==> config.mk <==
export PLATFORM = sky130hd
export DESIGN_NAME = branch_ctrl_flat
export DESIGN_NICKNAME = d
export VERILOG_FILES = /design/src/rtl/branch_ctrl_if.sv /design/src/rtl/branch_ctrl.sv /design/src/flat_wrapper.sv
export SDC_FILE = /design/constraint.sdc
export NUM_CORES = 1
export LEC_CHECK = 0
export BUFFER_PORTS_ARGS = -buffer_cell sky130_fd_sc_hd__buf_4
export CAP_MARGIN = 20
export CORE_UTILIZATION = 35
export CTS_CLUSTER_SIZE = 30
export DETAILED_ROUTE_END_ITERATION = 7
export GPL_ROUTABILITY_DRIVEN = 1
export GPL_TIMING_DRIVEN = 0
export PLACE_DENSITY = 0.64
export SYNTH_ARGS = -nofsm -noshare
export SYNTH_HDL_FRONTEND = slang
export SYNTH_SLANG_ARGS = --single-unit
==> constraint.sdc <==
create_clock -name i_clk -period 4.82 [get_ports i_clk]
set_clock_uncertainty 0.2 [all_clocks]
set_input_delay 0.964 -clock i_clk [delete_from_list [all_inputs] [get_ports i_clk]]
set_output_delay 0.964 -clock i_clk [all_outputs]
set_load 0.03 [all_outputs]
==> src/rtl/branch_ctrl_if.sv <==
// Request, comparator-control and result signals between EX and the shared branch comparator.
// The slave view belongs to branch_ctrl; the master view belongs to whoever drives the requests.
interface branch_ctrl_if #(
    parameter int XLEN = 32
);
    logic            i_br_valid;
    logic            o_br_ready;
    logic [2:0]      i_br_funct3;
    logic [XLEN-1:0] i_br_pc;
    logic [XLEN-1:0] i_br_imm;
    logic            i_slt_valid;
    logic            o_slt_ready;
    logic            i_slt_unsigned;
    logic            i_slt_use_imm;
    logic            o_cmp_src_sel;
    logic            o_cmp_br_un;
    logic            o_cmp_slti_sel;
    logic            i_cmp_less;
    logic            i_cmp_equal;
    logic            o_redirect_valid;
    logic [XLEN-1:0] o_redirect_pc;
    logic            o_misalign;
    logic            o_flush;
    logic            o_br_resolved;
    logic            o_br_taken;
    logic            o_illegal;
    logic            o_slt_done;
    logic            o_slt_result;

    modport slave (
        input  i_br_valid, i_br_funct3, i_br_pc, i_br_imm,
        input  i_slt_valid, i_slt_unsigned, i_slt_use_imm,
        input  i_cmp_less, i_cmp_equal,
        output o_br_ready, o_slt_ready,
        output o_cmp_src_sel, o_cmp_br_un, o_cmp_slti_sel,
        output o_redirect_valid, o_redirect_pc, o_misalign, o_flush,
        output o_br_resolved, o_br_taken, o_illegal,
        output o_slt_done, o_slt_result
    );

    modport master (
        output i_br_valid, i_br_funct3, i_br_pc, i_br_imm,
        output i_slt_valid, i_slt_unsigned, i_slt_use_imm,
        output i_cmp_less, i_cmp_equal,
        input  o_br_ready, o_slt_ready,
        input  o_cmp_src_sel, o_cmp_br_un, o_cmp_slti_sel,
        input  o_redirect_valid, o_redirect_pc, o_misalign, o_flush,
        input  o_br_resolved, o_br_taken, o_illegal,
        input  o_slt_done, o_slt_result
    );
endinterface

==> src/rtl/branch_ctrl.sv <==
// Arbitrates the shared comparator between branches and SLT ops, resolves branches,
// and issues the PC redirect plus the IF/ID flush window.
//
//   state    | meaning
//   IDLE     | accepting requests, branch has priority over SLT
//   REDIRECT | taken branch: redirect pulse, flush high
//   FLUSH    | flush held while the down-counter runs to 0
module branch_ctrl #(
    parameter int XLEN         = 32,
    parameter int FLUSH_CYCLES = 2
) (
    input  logic          i_clk,
    input  logic          i_rst_n,
    branch_ctrl_if.slave  bus
);
    localparam int CW   = (FLUSH_CYCLES > 2) ? $clog2(FLUSH_CYCLES) : 1;
    localparam int LOAD = (FLUSH_CYCLES >= 2) ? FLUSH_CYCLES - 2 : 0;

    typedef enum logic [1:0] {
        IDLE     = 2'd0,
        REDIRECT = 2'd1,
        FLUSH    = 2'd2
    } state_t;

    state_t          state_q, state_d;
    logic [CW-1:0]   cnt_q, cnt_d;
    logic            redirect_valid_q, redirect_valid_d;
    logic [XLEN-1:0] redirect_pc_q, redirect_pc_d;
    logic            misalign_q, misalign_d;
    logic            br_resolved_q, br_resolved_d;
    logic            br_taken_q, br_taken_d;
    logic            illegal_q, illegal_d;
    logic            slt_done_q, slt_done_d;
    logic            slt_result_q, slt_result_d;

    logic            idle;
    logic            br_grant;
    logic            slt_grant;
    logic            cond_true;
    logic            take;
    logic [XLEN-1:0] target;

    always_comb begin
        state_d          = state_q;
        cnt_d            = cnt_q;
        redirect_pc_d    = redirect_pc_q;
        slt_result_d     = slt_result_q;
        cond_true        = 1'b0;

        idle      = (state_q == IDLE);
        br_grant  = idle & bus.i_br_valid;
        slt_grant = idle & bus.i_slt_valid & ~bus.i_br_valid;
        target    = bus.i_br_pc + bus.i_br_imm;

        unique case (bus.i_br_funct3)
            3'b000:         cond_true = bus.i_cmp_equal;
            3'b001:         cond_true = ~bus.i_cmp_equal;
            3'b100, 3'b110: cond_true = bus.i_cmp_less;
            3'b101, 3'b111: cond_true = ~bus.i_cmp_less;
            default:        cond_true = 1'b0;
        endcase
        take = br_grant & cond_true;

        redirect_valid_d = take;
        misalign_d       = take & (target[1:0] != 2'b00);
        br_resolved_d    = br_grant;
        br_taken_d       = take;
        illegal_d        = br_grant & (bus.i_br_funct3[2:1] == 2'b01);
        slt_done_d       = slt_grant;
        if (take) begin
            redirect_pc_d = target;
        end
        if (slt_grant) begin
            slt_result_d = bus.i_cmp_less;
        end

        unique case (state_q)
            IDLE: begin
                if (take) begin
                    state_d = REDIRECT;
                end
            end
            REDIRECT: begin
                if (FLUSH_CYCLES == 1) begin
                    state_d = IDLE;
                end else begin
                    state_d = FLUSH;
                    cnt_d   = CW'(LOAD);
                end
            end
            FLUSH: begin
                if (cnt_q == '0) begin
                    state_d = IDLE;
                end else begin
                    cnt_d = cnt_q - CW'(1);
                end
            end
            default: state_d = IDLE;
        endcase
    end

    always_ff @(posedge i_clk) begin
        if (!i_rst_n) begin
            state_q          <= IDLE;
            cnt_q            <= '0;
            redirect_valid_q <= 1'b0;
            redirect_pc_q    <= '0;
            misalign_q       <= 1'b0;
            br_resolved_q    <= 1'b0;
            br_taken_q       <= 1'b0;
            illegal_q        <= 1'b0;
            slt_done_q       <= 1'b0;
            slt_result_q     <= 1'b0;
        end else begin
            state_q          <= state_d;
            cnt_q            <= cnt_d;
            redirect_valid_q <= redirect_valid_d;
            redirect_pc_q    <= redirect_pc_d;
            misalign_q       <= misalign_d;
            br_resolved_q    <= br_resolved_d;
            br_taken_q       <= br_taken_d;
            illegal_q        <= illegal_d;
            slt_done_q       <= slt_done_d;
            slt_result_q     <= slt_result_d;
        end
    end

    // Comparator controls follow the grant in the same cycle.
    assign bus.o_br_ready       = idle;
    assign bus.o_slt_ready      = idle & ~bus.i_br_valid;
    assign bus.o_cmp_src_sel    = slt_grant;
    assign bus.o_cmp_br_un      = (br_grant & bus.i_br_funct3[1]) | (slt_grant & bus.i_slt_unsigned);
    assign bus.o_cmp_slti_sel   = slt_grant & bus.i_slt_use_imm;
    assign bus.o_flush          = ~idle;
    assign bus.o_redirect_valid = redirect_valid_q;
    assign bus.o_redirect_pc    = redirect_pc_q;
    assign bus.o_misalign       = misalign_q;
    assign bus.o_br_resolved    = br_resolved_q;
    assign bus.o_br_taken       = br_taken_q;
    assign bus.o_illegal        = illegal_q;
    assign bus.o_slt_done       = slt_done_q;
    assign bus.o_slt_result     = slt_result_q;
endmodule
==> src/flat_wrapper.sv <==
// flat-port wrapper written by rule: the top's interface ports become plain ports
module branch_ctrl_flat 
#(
    parameter int XLEN         = 32,
    parameter int FLUSH_CYCLES = 2
)
  (i_clk, i_rst_n, bus_i_br_valid, bus_i_br_funct3, bus_i_br_pc, bus_i_br_imm, bus_i_slt_valid, bus_i_slt_unsigned, bus_i_slt_use_imm, bus_i_cmp_less, bus_i_cmp_equal, bus_o_br_ready, bus_o_slt_ready, bus_o_cmp_src_sel, bus_o_cmp_br_un, bus_o_cmp_slti_sel, bus_o_redirect_valid, bus_o_redirect_pc, bus_o_misalign, bus_o_flush, bus_o_br_resolved, bus_o_br_taken, bus_o_illegal, bus_o_slt_done, bus_o_slt_result);
  branch_ctrl_if #(.XLEN(XLEN)) bus_i ();
  input  logic i_clk;
  input  logic i_rst_n;
  input wire logic [$bits(bus_i.i_br_valid)-1:0] bus_i_br_valid;
  input wire logic [$bits(bus_i.i_br_funct3)-1:0] bus_i_br_funct3;
  input wire logic [$bits(bus_i.i_br_pc)-1:0] bus_i_br_pc;
  input wire logic [$bits(bus_i.i_br_imm)-1:0] bus_i_br_imm;
  input wire logic [$bits(bus_i.i_slt_valid)-1:0] bus_i_slt_valid;
  input wire logic [$bits(bus_i.i_slt_unsigned)-1:0] bus_i_slt_unsigned;
  input wire logic [$bits(bus_i.i_slt_use_imm)-1:0] bus_i_slt_use_imm;
  input wire logic [$bits(bus_i.i_cmp_less)-1:0] bus_i_cmp_less;
  input wire logic [$bits(bus_i.i_cmp_equal)-1:0] bus_i_cmp_equal;
  output wire logic [$bits(bus_i.o_br_ready)-1:0] bus_o_br_ready;
  output wire logic [$bits(bus_i.o_slt_ready)-1:0] bus_o_slt_ready;
  output wire logic [$bits(bus_i.o_cmp_src_sel)-1:0] bus_o_cmp_src_sel;
  output wire logic [$bits(bus_i.o_cmp_br_un)-1:0] bus_o_cmp_br_un;
  output wire logic [$bits(bus_i.o_cmp_slti_sel)-1:0] bus_o_cmp_slti_sel;
  output wire logic [$bits(bus_i.o_redirect_valid)-1:0] bus_o_redirect_valid;
  output wire logic [$bits(bus_i.o_redirect_pc)-1:0] bus_o_redirect_pc;
  output wire logic [$bits(bus_i.o_misalign)-1:0] bus_o_misalign;
  output wire logic [$bits(bus_i.o_flush)-1:0] bus_o_flush;
  output wire logic [$bits(bus_i.o_br_resolved)-1:0] bus_o_br_resolved;
  output wire logic [$bits(bus_i.o_br_taken)-1:0] bus_o_br_taken;
  output wire logic [$bits(bus_i.o_illegal)-1:0] bus_o_illegal;
  output wire logic [$bits(bus_i.o_slt_done)-1:0] bus_o_slt_done;
  output wire logic [$bits(bus_i.o_slt_result)-1:0] bus_o_slt_result;
  assign bus_i.i_br_valid = bus_i_br_valid;
  assign bus_i.i_br_funct3 = bus_i_br_funct3;
  assign bus_i.i_br_pc = bus_i_br_pc;
  assign bus_i.i_br_imm = bus_i_br_imm;
  assign bus_i.i_slt_valid = bus_i_slt_valid;
  assign bus_i.i_slt_unsigned = bus_i_slt_unsigned;
  assign bus_i.i_slt_use_imm = bus_i_slt_use_imm;
  assign bus_i.i_cmp_less = bus_i_cmp_less;
  assign bus_i.i_cmp_equal = bus_i_cmp_equal;
  assign bus_o_br_ready = bus_i.o_br_ready;
  assign bus_o_slt_ready = bus_i.o_slt_ready;
  assign bus_o_cmp_src_sel = bus_i.o_cmp_src_sel;
  assign bus_o_cmp_br_un = bus_i.o_cmp_br_un;
  assign bus_o_cmp_slti_sel = bus_i.o_cmp_slti_sel;
  assign bus_o_redirect_valid = bus_i.o_redirect_valid;
  assign bus_o_redirect_pc = bus_i.o_redirect_pc;
  assign bus_o_misalign = bus_i.o_misalign;
  assign bus_o_flush = bus_i.o_flush;
  assign bus_o_br_resolved = bus_i.o_br_resolved;
  assign bus_o_br_taken = bus_i.o_br_taken;
  assign bus_o_illegal = bus_i.o_illegal;
  assign bus_o_slt_done = bus_i.o_slt_done;
  assign bus_o_slt_result = bus_i.o_slt_result;
  branch_ctrl #(.XLEN(XLEN), .FLUSH_CYCLES(FLUSH_CYCLES)) u_core (.i_clk(i_clk), .i_rst_n(i_rst_n), .bus(bus_i));
endmodule
==> results of run 1 <==
-- synth_stat cells (2+ instances only) --
library cell  instances
o22ai_1               8
a21oi_1              34
and3_1                7
nand4_1               7
a21o_1               11
clkbuf_8              3
o21ai_0              27
a31oi_1              13
a21oi_2               2
xor2_1                8
xnor2_1              16
inv_1                12
nand3_1               2
clkbuf_1              8
o21bai_1              4
nand2_1              47
a211oi_1              3
mux2i_1              14
or3_1                 3
a211o_1               3
ha_1                 31
o21ai_1               3
o211ai_1              3
o21a_1                5
nor3b_1               2
a221oi_1              2
nor2_1               40
mux2_2                2
dfxtp_1              40
nor3_1                4
-- placed cells by master (no fill, tap or decap), types with 13 or more instances in the layout --
| cell | n |
|---|---|
| a31oi_1 | 13 |
| mux2i_1 | 14 |
| xnor2_1 | 16 |
| o21ai_0 | 27 |
| ha_1 | 31 |
| dfxtp_1 | 40 |
| nor2_1 | 40 |
| nand2_1 | 47 |
| buf_4 | 120 |
| a21oi_1 | 34 |
-- per-stage QoR --
step           utilization, %  total power [mW]
2_1_floorplan               -             0.676
3_5_place_dp             48.1             0.839
4_1_cts                  49.1              1.07
5_1_grt                  49.1              1.14
3_3_place_gp             48.1             0.834
6_report                 49.1              1.06
-- where the power goes --
group	total, mW	switching, mW	internal (mW)
Sequential	0.369	0.0143	0.354
Clock	0.229	0.113	0.117
Combinational	0.467	0.269	0.198
Total	1.06	0.396	0.669
-- path summary, 6_finish.rpt --
| path | startpoint | end | slack (ns) |
|---|---|---|---|
| max | bus_i_br_imm[0] | u_core.bus.o_redirect_pc[24]$_SDFFE_PN0P_ | 1.45 |
| min reg2reg | u_core.state_q[1]$_SDFFE_PN0P_ | u_core.state_q[1]$_SDFFE_PN0P_ | 0.22 |
| max reg2reg | u_core.state_q[0]$_SDFFE_PN0P_ | u_core.bus.o_redirect_pc[5]$_SDFFE_PN0P_ | 2.70 |
| min | u_core.state_q[1]$_SDFFE_PN0P_ | u_core.state_q[1]$_SDFFE_PN0P_ | 0.22 |
-- flip-flops by register name, summed over array words and instances (netlist names) --
name	count
u_core.bus.o_redirect_pc	32
u_core.state_q	2
u_core.bus.o_br_resolved	1
u_core.bus.o_illegal	1
u_core.bus.o_misalign	1
u_core.bus.o_redirect_valid	1
u_core.bus.o_slt_done	1
u_core.bus.o_slt_result	1
-- final cells by class --
class                      instances  area (sq um)  share of cell area [%]
buffer                            14          88.8                    2.05
clock buffer                       8          90.1                    2.08
inverter                          13          48.8                    1.13
multi-input combinational        335          2270                    52.5
sequential                        40           801                    18.5
tap                              108           135                    3.12
timing repair buffer             119           893                    20.6
-- worst max-delay path: cells and delay by family --
| family | cells | cell delay, ns |
|---|---|---|
| AO/OA/AOI/OAI | 5 | 1.21 |
| adder cells (fa/ha/maj) | 2 | 0.57 |
| AND/OR/NAND/NOR | 1 | 0.28 |
| XOR/XNOR | 1 | 0.20 |
| buffers and inverters | 2 | 0.14 |
-- cell families after synthesis --
| group | Yosys count |
|---|---|
| xor gates and xnor gates | 24 |
| and+or+nand+nor | 128 |
| buffers and inverters | 27 |
| muxes | 16 |
| AOI/OAI and AO/OA | 135 |
| DFF | 40 |
| adders and majority gates | 32 |
-- routing by layer --
metal  wire length, um  share of wire, %  up-vias  GRT usage (%)
met5                 0                 0        -              0
met4               123               1.3        0           5.48
met3               450               4.8        9           1.86
met2              4310                46       99           33.4
met1              4430                48     1578           27.5
li1                  -                 -     1729              -
==> reports/qor.yml, run 1 <==
clock_tree:
  cts_inserted_buffers: 5
  holdBufCountCts: 0
  postCtsSetupRepairBufs: 0
  clk-insertion-delay-late_ns: 0.29
  cts_buffer_depth: 2
  h-tree-depth: 2
  cts.sinks: 40
  cts_tree: "done"
  cts.clk_slew.worst_paths_ns: 0.08
  post_cts_resized: 0
  clk_root_buffer_cell: "clkbuf_8"
die:
  start_util_pct: 36.4
  die_area_sq_um: 9560
  ios: 120
  rows: 34
  core_sq_um: 8810
  die_w_um: 97.8
  die_h_um: 97.8
final_layout:
  nFillCells: 901
  design_area_sq_um: 4330
  diodes: 0
  drive_above_1_share_pct: 28.2
  nets: 635
  area_growth_pct: 34.9
  final_cells: 637
worst_setup_path:
  crit_slowest_cell: "a2111oi_2"
  crit_chain: "buf_4 > ha_1 > inv_1 > fa_1 > and2b_4 > o2111ai_2 > a2111oi_2 > a211oi_2 > a211oi_1 > xnor2_1 > a21oi_1"
  slowest_delay_ns: 0.50
  critical_path.startpoint_type: "input port"
  required_ns: 4.79
  crit_type: "input port to flip-flop"
  end_kind: "flip-flop"
  critPathMaxFanout: 5
  reg2reg_depth: 7
  cp.arrival_ns: 3.34
routing:
  viasPerCell: 5.36
  ant_nets: 0
  route.detailed.wl_per_inst_um: 14.6
  route.detailed.drc: 18
  wirelength_um: 9320
  dr.first_iter.drc_count: 151
  dr.pass1.iters: 7
  routed-via-count: 3415
place:
  dpl.hpwl_um: 7710
  gp_congestion: 0.873
  dp_slack_ns: 1.19
  postPlaceCellArea_sq_um: 4240
  port_buffers: 119
  dp_cells: 629
logic_synthesis:
  async_flop_share_pct: 0
  synth_cell_types: 68
  synth_cells: 402
  muxShareOfSynthArea_pct: 5.07
  yosys.area.top_type: "dfxtp_1"
  synth-compound-area-share_pct: 27.6
  seq_area_frac_synth_pct: 25.0
  syn_avg_cell_area_sq_um: 7.98
  ys.flop_type: "dfxtp_1"
  synth-simple-area-share_pct: 18.8
  synth_xor_area_share_pct: 6.55
  synth_edf_count: 0
  synthAdderAreaFrac_pct: 12.7
  syn_nets: 509
  yosysWarningCount: 0
  syn_area_sq_um: 3210
  synth_area_leaders: "dfxtp_1 25%, ha_1 12%, nand2_1 5.5%"
  ys_ff_latch: 40
  synth_top_area_share_pct: 25.0
  synth_top_family_by_area: "compound AO/OA/AOI/OAI gates"
sta:
  fmax_mhz: 296
  worstMarginPinSlew_ns: 0.652
  tns_ns: 0
  finalSetupViolations: 0
  finalMaxSlewViolations: 0
  setup_slack_ns: 1.45
  hold_slack_ns: 0.221
  slew_headroom_pct: 56.2
  rsz0062_at_grt: "false"
  finalCritPeriodShare_pct: 70.0
  min_period_ns: 3.37
  hold_viol_final: 0
global_routing:
  grt_max_degree: 12
  grt.total_usage_pct: 20.0
  globalRouteOverflowTotal: 0
  grt_pass1_vias: 3277
  antenna_found_initial: 0
  grt_pass1_wl_um: 15600
pwr:
  ir_worst_vdd_uv: 95.1
  power.leakage_nw: 1.99
  powerDensity_nw_per_um2: 246
run_status:
  status: "finished, violations left"
  violations: "DRC"
min_path:
  hold_depth: 1
  hold_path_class: "flip-flop to flip-flop"
flow_run:
  cap_violations: 0
(Power assumes the default switching activity.)
==> inputs of run 2 (changes only) <==
--- a/config.mk
+++ b/config.mk
@@ -5,6 +5,7 @@
 export SDC_FILE = /design/constraint.sdc
 export NUM_CORES = 1
 export LEC_CHECK = 0
+export ABC_AREA = 1
 export BUFFER_PORTS_ARGS = -buffer_cell sky130_fd_sc_hd__buf_4
 export CAP_MARGIN = 20
 export CORE_UTILIZATION = 35
==> constraint.sdc (replaced) <==
create_clock -name i_clk -period 2.85 [get_ports i_clk]
set_clock_uncertainty 0.2 [all_clocks]
set_input_delay 0.57 -clock i_clk [delete_from_list [all_inputs] [get_ports i_clk]]
set_output_delay 0.57 -clock i_clk [all_outputs]
set_load 0.03 [all_outputs]
==> reports/qor.yml, run 2 <==
logic_synthesis:
  ys_ff_latch: 40
  synth_cell_types: 35
  syn_area_sq_um: 3960
  synth_top_area_share_pct: 22.6
  yosysWarningCount: 0
  syn_avg_cell_area_sq_um: 5.57
  async_flop_share_pct: 0
  synth_edf_count: 0
  synth_area_leaders: "nand2_1 23%, dfxtp_1 20%, inv_1 15%"
  syn_nets: 817
  seq_area_frac_synth_pct: 20.2
  yosysMostFrequentCell: "nand2_1"
  synth_cells: 710
  yosys.area.top_type: "nand2_1"
  synth_commonest_cells: "238 x nand2_1, 153 x inv_1, 101 x nor2_1"
  ys.flop_type: "dfxtp_1"
pwr:
  powerDensity_nw_per_um2: 397
  ir_worst_vdd_uv: 289
  power.leakage_nw: 3.19
routing:
  routed-via-count: 4293
  ant_nets: 0
  route.detailed.drc: 0
  viasPerCell: 4.39
  route.detailed.wl_per_inst_um: 10.8
  wirelength_um: 10600
  dr.first_iter.drc_count: 175
  dr.pass1.iters: 4
final_layout:
  largest_register_ffs: 32
  nets: 943
  drive_above_1_share_pct: 18.6
  final_cells: 977
  nFillCells: 1221
  diodes: 0
  layout_commonest_cell: "nand2_1"
  most-common-layout-cells: "238 x nand2_1, 153 x inv_1, 121 x buf_4"
  area_growth_pct: 30.7
clock_tree:
  clk_root_buffer_cell: "clkbuf_16"
  holdBufCountCts: 0
  cts_buffer_depth: 2
  post_cts_resized: 0
  cts.sinks: 40
  cts.clk_slew.worst_paths_ns: 0.06
  cts_tree: "done"
  h-tree-depth: 2
  clk-insertion-delay-late_ns: 0.28
  cts_inserted_buffers: 5
  postCtsSetupRepairBufs: 0
worst_setup_path:
  critical_path.startpoint_type: "input port"
  crit_type: "input port to flip-flop"
  crit_chain: "buf_4 > ha_1 > inv_1 > fa_1 > inv_1 > nand3_1 > nand3_1 > nand3_1 > nand3_1 > nand2_1 > nand3_1 > nand3_1 > nand2_1 > inv_1"
  path_common_cell: "nand3_1"
  crit_slowest_cell: "fa_1"
  slowest_delay_ns: 0.40
  end_kind: "flip-flop"
  required_ns: 2.83
  critPathMaxFanout: 3
  cp.arrival_ns: 2.39
die:
  ios: 120
  core_sq_um: 10900
  rows: 38
  die_area_sq_um: 11700
  die_h_um: 108
  start_util_pct: 36.2
  die_w_um: 108
min_path:
  hold_path_class: "flip-flop to flip-flop"
sta:
  worstMarginPinSlew_ns: 0.560
  rsz0062_at_grt: "false"
  finalCritPeriodShare_pct: 84.4
  finalSetupViolations: 0
  hold_viol_final: 0
  min_period_ns: 2.40
  slew_headroom_pct: 62.6
  tns_ns: 0
  fmax_mhz: 416
  finalMaxSlewViolations: 0
global_routing:
  globalRouteOverflowTotal: 0
  grt_pass1_vias: 3849
  grt_pass1_wl_um: 17700
  grt_max_degree: 14
  antenna_found_initial: 0
  grt.total_usage_pct: 19.1
place:
  port_buffers: 119
  dp_cells: 969
  dpl.hpwl_um: 9240
  gp_congestion: 0.867
flow_run:
  cap_violations: 0
run_status:
  status: "completed"
## run 2: cell count changes after synthesis, sizes merged, moves of 8 or more
cell,delta
mux2i,-14
a31oi,-13
nand2,+202
nand3,+39
xnor2,-9
a21o,-11
a21oi,-8
nor2,+64
o21ai,-13
inv,+141
clkbuf,-11
## run 2: cell families (layout without fill, tap and decap cells)
family	Yosys count	in the layout	synth area share (%)
AO/OA/AOI/OAI	53	53	7.56
XOR/XNOR	17	17	3.76
adder cells (fa/ha/maj)	32	32	10.3
buffers and inverters	165	292	16.6
flip-flops	40	40	20.2
AND/OR/NAND/NOR	403	403	41.5
## run 2: worst paths after layout
| kind | startpoint | end | slack (ns) | depth (start not counted) |
|---|---|---|---|---|
| worst max register to register | u_core.state_q[0]$_SDFFE_PN0P_ | u_core.bus.o_redirect_pc[27]$_SDFFE_PN0P_ | 1.20 | 9 |
| worst max-delay path | bus_i_br_imm[0] | u_core.bus.o_redirect_pc[28]$_SDFFE_PN0P_ | 0.45 | 14 |
| worst min register to register | u_core.state_q[1]$_SDFFE_PN0P_ | u_core.state_q[1]$_SDFFE_PN0P_ | 0.23 | 1 |
| worst min-delay path | u_core.state_q[1]$_SDFFE_PN0P_ | u_core.state_q[1]$_SDFFE_PN0P_ | 0.23 | 1 |
## run 2: final cells by class
type                    instances  area [sq um]  area share [%]
multi-input cells             505          2500            48.4
repair buffers                119           893            17.3
flip-flops and latches         40           801            15.5
inverters                     155           587            11.4
well taps                     140           175            3.39
clock buffers                   5           125            2.42
plain buffers                  10          68.8            1.33
clock inverters                 3          18.8           0.363
## run 2: routing by layer
layer | up-vias | wire length, um | GRT usage, %
met5 | - | 0 | 0
met4 | 0 | 158 | 5.50
met3 | 9 | 516 | 2.23
met2 | 88 | 4530 | 31.1
met1 | 1823 | 5390 | 26.4
li1 | 2373 | - | -
## run 2: critical path: cells and delay by family
kind | cells | cell delay [ns]
and+or+nand+nor | 8 | 0.87
adders and majority gates | 2 | 0.62
buffers and inverters | 4 | 0.32
## run 2: power by group
part | switching, mW | internal [mW]
registers | 0.0223 | 0.603
logic | 0.540 | 0.341
clock network | 0.224 | 0.322
## run 2: stage by stage
step | cell area, sq um | hold slack [ns] | util, % | power, mW | setup WS, ns
floorplan | 3960 | 0.210 | - | 1.22 | 0.0103
global placement | 5030 | 0.220 | 46.0 | 1.52 | 0.170
detailed placement | 5030 | 0.228 | 46.0 | 1.52 | 0.170
CTS | 5170 | 0.237 | 47.3 | 2.07 | 0.463
global route | 5170 | 0.247 | 47.3 | 2.21 | 0.261
finish | 5170 | 0.231 | 47.3 | 2.05 | 0.445
